## src/rtl/mult_div_unit.sv

```systemverilog
// mult_div_unit: iterative shift-add multiply and restoring divide into HI/LO.
// Define MDU_DIV_EN to compile the divide datapath (DIV/DIVU).
module mult_div_unit #(
  parameter int WIDTH = 32
) (
  input  logic             clk,
  input  logic             reset,
  input  logic             start,
  input  logic [2:0]       op,
  input  logic [WIDTH-1:0] sData,
  input  logic [WIDTH-1:0] tData,
  output logic             busy,
  output logic             done,
  output logic [WIDTH-1:0] hi,
  output logic [WIDTH-1:0] lo
);
  localparam int CW = $clog2(WIDTH);
  localparam int W2 = 2 * WIDTH;

  typedef enum logic [1:0] {IDLE, ITER, FIX} state_e;

  state_e           state_q, state_d;
  logic [CW-1:0]    cnt_q, cnt_d;
  logic [W2-1:0]    p_q, p_d;
  logic [WIDTH-1:0] b_q, b_d;
  logic             neg_q, neg_d;
  logic [WIDTH-1:0] hi_q, hi_d;
  logic [WIDTH-1:0] lo_q, lo_d;
  logic             done_q, done_d;

  logic             op_mul, op_mthi, op_mtlo;
  logic             sgn, s_neg, t_neg;
  logic [WIDTH-1:0] s_mag, t_mag;
  logic [WIDTH:0]   mul_sum;
  logic [W2-1:0]    p_mul, p_fix;

`ifdef MDU_DIV_EN
  logic             div_q, div_d;
  logic             rneg_q, rneg_d;
  logic             dz_q, dz_d;
  logic [WIDTH-1:0] sv_q, sv_d;
  logic             op_div;
  logic [WIDTH:0]   div_sh, div_df;
  logic [W2-1:0]    p_div;
  logic [WIDTH-1:0] quo, rem;
`endif

  assign op_mul  = (op[2:1] == 2'b00);
  assign op_mthi = (op == 3'b100);
  assign op_mtlo = (op == 3'b101);
  assign sgn     = ~op[0];
  assign s_neg   = sgn & sData[WIDTH-1];
  assign t_neg   = sgn & tData[WIDTH-1];
  assign s_mag   = s_neg ? -sData : sData;
  assign t_mag   = t_neg ? -tData : tData;

  assign mul_sum = {1'b0, p_q[W2-1:WIDTH]}
                 + {1'b0, (p_q[0] ? b_q : {WIDTH{1'b0}})};
  assign p_mul   = {mul_sum, p_q[WIDTH-1:1]};
  assign p_fix   = neg_q ? -p_q : p_q;

`ifdef MDU_DIV_EN
  assign op_div = (op[2:1] == 2'b01);
  assign div_sh = {p_q[W2-1:WIDTH], p_q[WIDTH-1]};
  assign div_df = div_sh - {1'b0, b_q};
  assign p_div  = {(div_df[WIDTH] ? div_sh[WIDTH-1:0]
                                  : div_df[WIDTH-1:0]),
                   p_q[WIDTH-2:0], ~div_df[WIDTH]};
  assign quo    = neg_q  ? -p_q[WIDTH-1:0] : p_q[WIDTH-1:0];
  assign rem    = rneg_q ? -p_q[W2-1:WIDTH] : p_q[W2-1:WIDTH];
`endif

  // Next-state and datapath update for accept, iterate and commit
  always_comb begin
    state_d = state_q;
    cnt_d   = cnt_q;
    p_d     = p_q;
    b_d     = b_q;
    neg_d   = neg_q;
    hi_d    = hi_q;
    lo_d    = lo_q;
    done_d  = 1'b0;
`ifdef MDU_DIV_EN
    div_d   = div_q;
    rneg_d  = rneg_q;
    dz_d    = dz_q;
    sv_d    = sv_q;
`endif
    unique case (state_q)
      IDLE: begin
        if (start) begin
          unique case (1'b1)
            op_mul: begin
              state_d = ITER;
              cnt_d   = '0;
              p_d     = {{WIDTH{1'b0}}, t_mag};
              b_d     = s_mag;
              neg_d   = s_neg ^ t_neg;
`ifdef MDU_DIV_EN
              div_d   = 1'b0;
`endif
            end
`ifdef MDU_DIV_EN
            op_div: begin
              state_d = ITER;
              cnt_d   = '0;
              p_d     = {{WIDTH{1'b0}}, s_mag};
              b_d     = t_mag;
              neg_d   = s_neg ^ t_neg;
              div_d   = 1'b1;
              rneg_d  = s_neg;
              dz_d    = (tData == '0);
              sv_d    = sData;
            end
`endif
            op_mthi: hi_d = sData;
            op_mtlo: lo_d = sData;
            default: ;
          endcase
        end
      end
      ITER: begin
        cnt_d = cnt_q + CW'(1);
`ifdef MDU_DIV_EN
        p_d   = div_q ? p_div : p_mul;
`else
        p_d   = p_mul;
`endif
        if (cnt_q == CW'(WIDTH - 1)) state_d = FIX;
      end
      FIX: begin
        state_d      = IDLE;
        done_d       = 1'b1;
        {hi_d, lo_d} = p_fix;
`ifdef MDU_DIV_EN
        if (div_q) begin
          hi_d = dz_q ? sv_q : rem;
          lo_d = dz_q ? {WIDTH{1'b1}} : quo;
        end
`endif
      end
      default: state_d = IDLE;
    endcase
  end

  // FSM state register
  always_ff @(posedge clk) begin
    if (reset) state_q <= IDLE;
    else       state_q <= state_d;
  end

  // Datapath and HI/LO registers
  always_ff @(posedge clk) begin
    if (reset) begin
      cnt_q  <= '0;
      p_q    <= '0;
      b_q    <= '0;
      neg_q  <= 1'b0;
      hi_q   <= '0;
      lo_q   <= '0;
      done_q <= 1'b0;
`ifdef MDU_DIV_EN
      div_q  <= 1'b0;
      rneg_q <= 1'b0;
      dz_q   <= 1'b0;
      sv_q   <= '0;
`endif
    end else begin
      cnt_q  <= cnt_d;
      p_q    <= p_d;
      b_q    <= b_d;
      neg_q  <= neg_d;
      hi_q   <= hi_d;
      lo_q   <= lo_d;
      done_q <= done_d;
`ifdef MDU_DIV_EN
      div_q  <= div_d;
      rneg_q <= rneg_d;
      dz_q   <= dz_d;
      sv_q   <= sv_d;
`endif
    end
  end

  assign busy = (state_q != IDLE);
  assign done = done_q;
  assign hi   = hi_q;
  assign lo   = lo_q;
endmodule

```

## config.mk

```make
export PLATFORM = sky130hd
export DESIGN_NAME = mult_div_unit
export DESIGN_NICKNAME = d
export VERILOG_FILES = /design/src/rtl/mult_div_unit.sv
export SDC_FILE = /design/constraint.sdc
export NUM_CORES = 1
export LEC_CHECK = 0
export ABC_AREA = 1
export ABC_CLOCK_PERIOD_IN_PS = 3300
export CORE_MARGIN = 2
export CORE_UTILIZATION = 33
export CTS_CLUSTER_DIAMETER = 150
export CTS_CLUSTER_SIZE = 24
export DETAILED_ROUTE_END_ITERATION = 16
export GPL_ROUTABILITY_DRIVEN = 0
export GPL_TIMING_DRIVEN = 0
export PLACE_DENSITY = 0.56
export SETUP_SLACK_MARGIN = 0.15
export SYNTH_ARGS = -nofsm -noshare
export SYNTH_HDL_FRONTEND = slang
export SYNTH_SLANG_ARGS = --single-unit
```

## constraint.sdc

```tcl
create_clock -name clk -period 3.3 [get_ports clk]
set_clock_uncertainty 0.1 [all_clocks]
set_input_delay 0.66 -clock clk [delete_from_list [all_inputs] [get_ports clk]]
set_output_delay 0.66 -clock clk [all_outputs]
set_load 0.02 [all_outputs]
```

==> metrics.yaml <==
area_growth_pct: 19.8
worstSetupPathType: "input pin to flip-flop"
grt_antenna_before_repair: 0
count_of_antenna_violating_nets_left_after_detailed_routing: 0
cell_internal_pwr_w: 0.00362
power.density_cell_area_nw_per_um2: 347
grt_setup_unrepaired: "false"
clkTransAtPathRegs_ns: 0.08
routedWlPerCell_um: 20.2
crit_path_max_fanout: 10
setup_viol: 0
finalWirelength_um: 61100
start_kind: "input pin"
slew_limit_headroom: 0.372
ctsRootBufferMaster: "sky130_fd_sc_hd__clkbuf_16"
cts_setup_buffers: 0
multiInputGateArea_um2: 8270
layout.cells.most_common: "sky130_fd_sc_hd__nand2_1"
groute.usage.overall: 0.289
first_iter_violations: 1975
yosysWarnings: 0
synth.net_count: 2444
finalWorstPathRequiredPeriod_ns: 3.03
status: "finished, final reports clean"
worstRegToRegCells: 18
yosys_register_bits: 169
max-cap-violations: 0
post_synth.cell_area_avg_um2: 5.65
worst-slew-pin-transition_ns: 0.942
ys_async_sr_fraction: 0
floorplan.initialDensity: 0.333
io-pin-count: 136
yosysUniqueCellTypes: 40
clk_latency_ns: 0.45
antenna_cells: 0
synth-edff-count: 0
post_route_cells_drive_above_1_share: 0.0364
viasPerCell: 5.41
port-buffer-count: 134
period_utilization_post_route: 0.917
switching_share: 0.342
slowest_delay_ns: 0.65
grt.overflow.total: 0
pwr-share-comb: 0.211
final_nets: 2597
final-instance-count-excl-fill: 3027
grt_start_max_net_pins: 18
power.static_leakage_nw: 7.63
path_cells: "clkdlybuf4s50_1 -> nor3_1 -> nand3_1 -> nand2_1 -> buf_2 -> clkbuf_1 -> o21ai_0 -> a21oi_1"
number_of_buffers_inserted_during_clock_tree_synthesis: 17
worstHoldPathCells: 2
min_path_type: "flip-flop to flip-flop"
htreeDepth: 4
p_seq_frac: 0.395
drtPass1Iterations: 6
ctsHoldBuffers: 0
fin_hold_ws_ns: 0.375
core_um2: 39600
die_footprint_um2: 41600
tritoncts: "built"
netlist_area_um2: 13200
num_rows: 73
cp_slowest_cell: "sky130_fd_sc_hd__clkdlybuf4s50_1"
ir_worst_vdd_v: 0.000272
timing.fmax_ghz: 0.331
hold_viol_final: 0
die_w_um: 204
drc_errors: 0
cts.sinks: 169
die_height_um: 204
synthCells: 2336
switchingPower_w: 0.00188
ys.flop_type: "sky130_fd_sc_hd__dfxtp_1"
cp.required_ns: 3.57
data_arrival_time_at_the_worst_slack_endpoint_ns: 3.30
dr_total_vias: 16400
register_area_share_after_synthesis: 0.256
mostFrequentLayoutCells: "652 x sky130_fd_sc_hd__nand2_1, 318 x sky130_fd_sc_hd__nor2_1, 311 x sky130_fd_sc_hd__inv_1, 223 x sky130_fd_sc_hd__nand3_1, 169 x sky130_fd_sc_hd__dfxtp_1"
grt_pass1_vias: 14900
timing.critical_path.to_type: "flip-flop"
maxSlewViolCount: 0
n_fill_cell: 4397
final-seq-area_um2: 3380
grt_first_pass_wirelength_um: 90300
dpl.cell_count: 2995
post-dp-hpwl_um: 49700
clockPowerShare: 0.393
clock_path_buffers: 2
==> metrics by stage <==
step	util	setup TNS [ns]	instance area, µm²	setup slack (ns)	power, W
global route	0.399	0	15800	0.147	0.00568
CTS	0.399	0	15800	0.211	0.00547
floorplan	-	0	13200	0.865	0.00284
detailed placement	0.384	-0.223	15200	-0.0831	0.00333
global placement	0.384	-0.133	15200	-0.0608	0.00333
finish	0.399	0	15800	0.275	0.00550
==> synthesized netlist by cell type, types with 2 or more instances <==
cell / instances / area share
sky130_fd_sc_hd__nand2_1: 652 / 0.19
sky130_fd_sc_hd__nor2_1: 318 / 0.090
sky130_fd_sc_hd__inv_1: 312 / 0.089
sky130_fd_sc_hd__nand3_1: 224 / 0.085
sky130_fd_sc_hd__dfxtp_1: 169 / 0.26
sky130_fd_sc_hd__a21oi_1: 162 / 0.061
sky130_fd_sc_hd__o21ai_0: 153 / 0.058
sky130_fd_sc_hd__clkbuf_1: 60 / 0.017
sky130_fd_sc_hd__ha_1: 37 / 0.035
sky130_fd_sc_hd__a31oi_1: 32 / 0.015
sky130_fd_sc_hd__nor3_1: 31 / 0.012
sky130_fd_sc_hd__nand4_1: 24 / 0.011
sky130_fd_sc_hd__buf_2: 21 / 0.0080
sky130_fd_sc_hd__nand3b_1: 17 / 0.0097
sky130_fd_sc_hd__o22ai_1: 16 / 0.0076
sky130_fd_sc_hd__xor2_1: 16 / 0.011
sky130_fd_sc_hd__o21bai_1: 12 / 0.0068
sky130_fd_sc_hd__or2_2: 11 / 0.0052
sky130_fd_sc_hd__inv_2: 10 / 0.0028
sky130_fd_sc_hd__o211ai_1: 9 / 0.0051
sky130_fd_sc_hd__o221ai_1: 7 / 0.0046
sky130_fd_sc_hd__o21a_1: 6 / 0.0034
sky130_fd_sc_hd__buf_1: 4 / 0.0011
sky130_fd_sc_hd__nand3_2: 4 / 0.0030
sky130_fd_sc_hd__and3_1: 3 / 0.0014
sky130_fd_sc_hd__nor2_2: 3 / 0.0014
sky130_fd_sc_hd__nor4_1: 3 / 0.0014
sky130_fd_sc_hd__o21ai_1: 3 / 0.0011
sky130_fd_sc_hd__o21ai_2: 3 / 0.0020
sky130_fd_sc_hd__a21o_1: 2 / 0.0011
sky130_fd_sc_hd__clkinv_1: 2 / 0.00057
sky130_fd_sc_hd__o31ai_1: 2 / 0.0011
==> power by group through the flow <==
stage,registers (W),clock network (W),logic (W)
final,0.00217,0.00216,0.00116
after global routing,0.00218,0.00226,0.00124
after CTS,0.00217,0.00218,0.00112
after detailed placement,0.00222,0,0.00111
after global placement,0.00222,0,0.00111
after floorplan,0.00223,0,0.000616
==> layout make-up <==
cell class / instances / area share
Buffer: 85 / 0.0223
Tap cell: 525 / 0.0415
Clock inverter: 15 / 0.0116
Sequential cell: 169 / 0.214
Clock buffer: 17 / 0.0269
Multi-Input combinational cell: 1758 / 0.522
Timing Repair Buffer: 134 / 0.0847
Inverter: 324 / 0.0768
==> logic make-up (layout without fill, tap and decap cells) <==
family | Yosys count | count (layout) | share of synthesized area
buffers and inverters | 409 | 575 | 0.118
xor gates and xnor gates | 17 | 17 | 0.0113
and+or+nand+nor | 1294 | 1294 | 0.409
adders and majority gates | 38 | 38 | 0.0366
DFF | 169 | 169 | 0.256
AOI/OAI and AO/OA | 409 | 409 | 0.169
==> path summary, 6_finish.rpt <==
kind | start | slack (ns) | end
setup reg to reg | p_q[0] | 0.34 | p_q[63]
hold reg to reg | cnt_q[4] | 0.38 | cnt_q[4]
hold / removal | cnt_q[4] | 0.38 | cnt_q[4]
setup / recovery | op[0] | 0.27 | hi[30]
==> what timing repair did <==
action | CTS | global route
gates resized for setup | 3 | 5
setup endpoints to repair | 6 | 15
endpoints found under the hold margin | 0 | 0
gates cloned | 0 | 0
==> state kept, by name, summed over array words and instances, names as in the netlist <==
| name | count |
|---|---|
| b_q | 32 |
| cnt_q | 5 |
| done | 1 |
| hi | 32 |
| lo | 32 |
| neg_q | 1 |
| p_q | 64 |
| state_q | 2 |
==> layer usage <==
| layer | track usage | wire length, µm | up-vias |
|---|---|---|---|
| met5 | 0 | 0 | - |
| met4 | 0.115 | 2530 | 0 |
| met3 | 0.0477 | 5760 | 121 |
| met2 | 0.458 | 26700 | 892 |
| met1 | 0.391 | 26100 | 7501 |
| li1 | - | - | 7854 |
==> worst max-delay path: cells and delay by family <==
kind	cells	cell delay [ns]
AND/OR/NAND/NOR	3	0.76
buffers and inverters	3	1.54
AO/OA/AOI/OAI	2	0.34
Power figures use the tool's default switching activity.
